[config.mk]
export PLATFORM = sky130hd
export DESIGN_NAME = alu_checker_fifo
export DESIGN_NICKNAME = d
export VERILOG_FILES = /design/src/rtl/alu_checker_fifo.sv
export SDC_FILE = /design/constraint.sdc
export NUM_CORES = 1
export LEC_CHECK = 0
export CORE_MARGIN = 2
export CORE_UTILIZATION = 45
export CTS_CLUSTER_DIAMETER = 60
export DETAILED_ROUTE_END_ITERATION = 10
export GPL_ROUTABILITY_DRIVEN = 0
export HOLD_SLACK_MARGIN = 0.08
export PLACE_DENSITY = 0.7
export SETUP_SLACK_MARGIN = 0.1
export SLEW_MARGIN = 20
export SYNTH_ARGS = -nofsm -noshare
export SYNTH_HDL_FRONTEND = slang
export SYNTH_SLANG_ARGS = --single-unit
[constraint.sdc]
create_clock -name clk -period 2.3 [get_ports clk]
set_input_delay 0.23 -clock clk [delete_from_list [all_inputs] [get_ports clk]]
set_output_delay 0.23 -clock clk [all_outputs]
set_load 0.01 [all_outputs]
[src/rtl/alu_checker_fifo.sv]
// ----------------------------------------------------------------------------
// alu_checker_fifo
//
// Purpose : Circular-buffer FIFO that holds expected records between request
//           acceptance and response arrival. The head entry is presented
//           combinationally, so a pop compares against it in the same cycle.
//           A push and a pop in the same cycle are allowed even when the FIFO
//           is full. The slot being read is the one that gets overwritten.
//
// Ports   : clk    - clock, rising edge
//           rst_n  - asynchronous active-low reset (empties the FIFO)
//           clr    - synchronous flush; takes priority over push/pop
//           push   - write wdata at the tail
//           pop    - drop the head entry
//           wdata  - record to store (WIDTH bits)
//           rdata  - current head record (WIDTH bits)
//           count  - occupancy, 0..DEPTH
//
// Params  : WIDTH - record width; DEPTH - entries (power of two)
// ----------------------------------------------------------------------------
module alu_checker_fifo #(
  parameter int WIDTH = 8,
  parameter int DEPTH = 8
) (
  input  logic                   clk,
  input  logic                   rst_n,
  input  logic                   clr,
  input  logic                   push,
  input  logic                   pop,
  input  logic [WIDTH-1:0]       wdata,
  output logic [WIDTH-1:0]       rdata,
  output logic [$clog2(DEPTH):0] count
);

  localparam int PTR_W = $clog2(DEPTH);
  localparam int OCC_W = PTR_W + 1;

  logic [WIDTH-1:0] mem [DEPTH];
  logic [PTR_W-1:0] wr_ptr;
  logic [PTR_W-1:0] rd_ptr;

  // Storage has no reset. Occupancy and pointers decide which entries are
  // valid, so stale contents are never observed.
  always_ff @(posedge clk) begin
    if (push && !clr) begin
      mem[wr_ptr] <= wdata;
    end
  end

  // Pointers wrap naturally because DEPTH is a power of two. The occupancy
  // counter removes any ambiguity between the full and empty cases.
  always_ff @(posedge clk or negedge rst_n) begin
    if (!rst_n) begin
      wr_ptr <= '0;
      rd_ptr <= '0;
      count  <= '0;
    end else if (clr) begin
      wr_ptr <= '0;
      rd_ptr <= '0;
      count  <= '0;
    end else begin
      if (push) begin
        wr_ptr <= wr_ptr + PTR_W'(1);
      end
      if (pop) begin
        rd_ptr <= rd_ptr + PTR_W'(1);
      end
      case ({push, pop})
        2'b10:   count <= count + OCC_W'(1);
        2'b01:   count <= count - OCC_W'(1);
        default: count <= count;
      endcase
    end
  end

  assign rdata = mem[rd_ptr];

endmodule

# Word level (Yosys, flattened, before mapping)
# Memories as Yosys holds them, arrays and structs flattened.
# Index checks and enable logic that the tools add are counted.
word_totals:
  inputBits: 13
  ff_bits: 10
  elab_cells: 23
  ramBits: 64
  output_inout_bits: 12
  n_memories: 1
mem_list:
  columns: ["memory", "depth", "word_bits", "read_ports", "rd_ports_with_merged_regs", "write_ports", "line", "rtl"]
  rows:
  - ["mem", 8, 8, 1, 0, 1, "38", "logic [WIDTH-1:0] mem [DEPTH];"]
classes:
  add_sub_neg: 4
  n_mux: 8
  n_eq_ne: 2
  reduce_logical: 5
op_table:
  columns: ["op", "n"]
  rows:
  - ["$mux 3", 4]
  - ["$pmux 4 s2", 1]
  - ["$add 3x1->3 const B", 2]
  - ["$add 4x1->4 const B", 1]
  - ["$mux 4", 1]
  - ["$reduce_bool 2->1", 2]
  - ["$sub 4x1->4 const B", 1]
  - ["$reduce_bool 3->1", 1]
  - ["$eq 2x1->1 const B", 1]
  - ["$eq 2x2->1 const B", 1]
  - ["$mux 1", 2]
  - ["$logic_and 1x1->1", 1]
  - ["$logic_not 1->1", 1]

# Depth between registers and ports, before layout
logic_depth:
  word_depth: 4
  depth_mapped: 7
  ltp_nobuf: 6

# Least setup slack after synthesis
# No wires, ideal clock.
synth_timing:
  kind: "input -> register"
  startpoint: "input clr"
  endpoint: "memory mem[4][0] (enable)"
  setup_time_ps: 395
  n_path_buf: 2
  stages: 3
  t_arrival_ps: 1530
  required_time_ps: 1905
  path_slack_ps: 376
  cell_sequence: "clkbuf_1 -> clkbuf_1 -> nor4_1"
synth_via:
  elab_chain_len: 4
synth_lines:
  columns: ["element", "line", "rtl"]
  rows:
  - ["from (decl)", "27", "input logic clr,"]
  - ["$logic_not 1->1", "45", "if (push && !clr) begin"]
  - ["$logic_and 1x1->1", "45", null]
  - ["$mux 1", "45", null]
  - ["$mux 1 (not written as such)", "46", "mem[wr_ptr] <= wdata;"]
  - ["to (decl)", "38", null]
# No other way between the ends.

# Final worst setup path
layout_timing:
  startpoint: "register rd_ptr[0]"
  endpoint: "output rdata[1]"
layout_via:
  elab_chain_len: 1
layout_lines:
  columns: ["element", "line", "rtl"]
  rows:
  - ["from (decl)", "40", "logic [PTR_W-1:0] rd_ptr;"]
  - ["from (signal assigned)", "66", "rd_ptr <= rd_ptr + PTR_W'(1);"]
  - ["$mem_v2 8x8", null, null]
  - ["to (decl)", "31", "output logic [WIDTH-1:0] rdata,"]
# No other way between the ends.

==> results.md <==
- Tmin final: ~2.1 ns
- Synth cell types: 35
- Post-route insts no fill: 301
- RSZ-0062 raised after global routing: true
- Vias in the first global route: between 1500 and 2000
- Post-DP HPWL: 3.563 mm
- Critical path class: reg2out
- Final wirelength: around 5.7 mm
- Placed cell areas: ~3500 sq um
- Row cnt: 30
- Synth top cells by count: edfxtp_1, nor2_1, mux4_1
- Largest net degree at the start of global routing: 19
- Max Slew Vio Count: 0
- Global Route Usage Sum: between 10% and 20%
- Total global routing overflow: 0
- Pwr dens: ~750 nW/um^2
- Setup slack after layout: about 0.16 ns
- PortBufs: 24
- EDFF count, synth: 64
- Fmax: 467.5 MHz
- Max cap viols: 0
- DRC viols: 0
- Clk_lat worst skew: 0.34 ns
- Synth Cell Area: about 3100 sq um
- Sw Share: 22.05%
- Die extent in x: 87.43 um
- CP Data Arrival Time: roughly 1.9 ns
- Initial Util: between 40% and 50%
- Synth Instances: approximately 170
- Dpl ws: roughly 0.066 ns
- Least-Margin Pin Slew: between 0.5 and 0.6 ns
- Main synth FF type: edfxtp_1
- Final hold violations: 0
- Largest cells by area after synthesis: edfxtp_1, mux4_1, dfrtp_1
- Final count of negative-setup-slack endpoints: 0
- Via/cell ratio: approximately 5.4
- Startpoint Class: flop
- P_int: 2.164 mW
- Critical path capture point type: primary output
- CTS root buf: clkbuf_8
- N_diodes: 0
- Period utilization: between 90% and 100%
- Logic pwr share: between 10% and 20%
- Syn_area_per_cell: 18.64 sq um
- Layout Nets: roughly 230
- Die Area: around 7600 sq um
- Final cell area excluding filler cells: 3717 sq um
- #FFs+latches synth: between 70 and 80
- Worst Skew: ~0.009 ns
- Seq/Total Area, Yosys: around 69%
- HP Class: in2async
- Post-synth top area share: about three fifths
- Layout cells sized above 1: around 29%
- NetSw: about 600 uW
- DRT antenna net count: 0
- Clock transition at path regs: 0.08 ns
- Worst setup path start: rd_ptr[0]$_DFFE_PN0P_
- Maximum vdd drop: just over 0.3 mV
- CTS tree: done
- Rel. slew slack: 65.34%
- Ports: 25
- Total power: 2.776 mW
- DRT iter0 DRCs: around 140
- Sequential fraction of design power: roughly 55%
- Die span in y: around 87 um
- WL per Instance: between 15 and 20 um
- Async SR Flop Fraction: between 10% and 20%
- CP required: 2.07 ns
- Clock Path Buffers: 2
- First-pass GRT wire length: 8.549 mm
- 1st-pass router iterations: 4
- CTS buffer count: 9
- Clk pwr share: 33.4%
- Leak: roughly 1.3 nW
- Layout area overhead: 18.70%
- Cts hold-fix bufs: 0
- Most common cell in the netlist: edfxtp_1
- Cell taking the most area after synthesis: edfxtp_1
- DR vias: between 1500 and 2000
- TNS Setup: 0 ns
- CTS HTree Levels: 3
- Inst Count DP: between 200 and 300
- Antenna violations before repair: 0
- Yosys Warn Count: 0
- Sink Count: 74
- Worst reg2reg startpoint: count[2]$_DFFE_PN0P_
- Status: completed
- CP Max Fanout: 5
- Core area: 6756 sq um
- Mapped Nets: 185
## layer usage
layer,vias up,wire length (um),GRT usage (%)
met5,-,0,0
met4,0,62,6.713
met3,6,219,3.981
met2,44,2880,25.62
met1,821,2496,20.32
li1,761,-,-
## registers in the layout, indices dropped and copies added (netlist names)
name and cells:
mem 64, rd_ptr 3, wr_ptr 3, count 4
## power groups by stage
stage / Sequential (mW) / Combinational (mW) / Clock (mW)
after floorplan: 1.54 / 0.182 / 0
after global placement: 1.54 / 0.297 / 0
after detailed placement: 1.54 / 0.312 / 0
after CTS: 1.51 / 0.328 / 0.950
after global routing: 1.52 / 0.361 / 1.01
final: 1.52 / 0.333 / 0.927
## worst paths after layout
kind                       slack, ns               endpoint  depth (start not counted)
setup / recovery                0.16               rdata[1]                          6
hold / removal                  0.23   count[2]$_DFFE_PN0P_                          1
setup reg to reg                0.62   count[3]$_DFFE_PN0P_                          4
hold reg to reg                 0.60   count[0]$_DFFE_PN0P_                          2
max in group asynchronous       1.72  wr_ptr[1]$_DFFE_PN0P_                          1
min in group clk                0.60   count[0]$_DFFE_PN0P_                          2
## final cells by class
cell class,instances,area [sq um]
flip-flops and latches,74,2172
repair buffers,46,392.9
well taps,80,100.1
multi-input cells,81,853.3
clock buffers,9,123.9
inverters,4,15.01
fillers,537,3039
clock inverters,7,60.06
## stage by stage
stage | utilization (%) | hold slack, ns
after floorplan | - | -0.06559
after CTS | 55.44 | 0.2330
after global placement | 52.04 | 0.5392
after detailed placement | 52.04 | 0.5838
final | 55.02 | 0.2290
after global routing | 55.02 | 0.2518
## critical path: stages (launching register included)
cell and delay (ns):
dfrtp_1 0.38, buf_4 0.13, buf_6 0.12, buf_4 0.14
mux4_2 0.41, mux2_4 0.28, buf_6 0.12
## cells by family (layout without fill, tap and decap cells)
| logic type | count (synthesis) | after routing | synth area share (%) |
|---|---|---|---|
| flip-flops | 74 | 74 | 69.36 |
| adder cells (fa/ha/maj) | 4 | 4 | 1.598 |
| AO/OA/AOI/OAI | 9 | 9 | 2.397 |
| multiplexers | 27 | 27 | 17.26 |
| XOR/XNOR | 6 | 6 | 1.678 |
| buffers and inverters | 13 | 66 | 2.437 |
| AND/OR/NAND/NOR | 35 | 35 | 5.274 |
## cell usage in the layout, fill, tap and decap left out, drive strengths merged
master         instances
mux2i                  3
a221o                  1
dfrtp                 10
a2111oi                1
nor2b                  2
nand2b                 1
a221oi                 1
xnor2                  3
nand3                  1
bufinv                 1
a31o                   1
or2                    1
nand2                  5
nand4                  1
nand4b                 1
nor3                   1
clkdlybuf4s50         16
a21oi                  1
a211o                  1
nand3b                 1
or3b                   1
clkinv                 6
nor4                   2
inv                    4
nor2                  18
xor2                   3
mux4                  16
o2bb2ai                1
buf                   29
o21ai                  1
mux2                   8
edfxtp                64
ha                     4
a2111o                 1
clkbuf                10
## timing repair
item,CTS,global route
gates cloned,1,0
pin swaps,0,0
buffers inserted,7,0
endpoints found under the setup margin,8,5
resized for setup,34,16
Note: power is estimated with default switching activity, not from simulation.
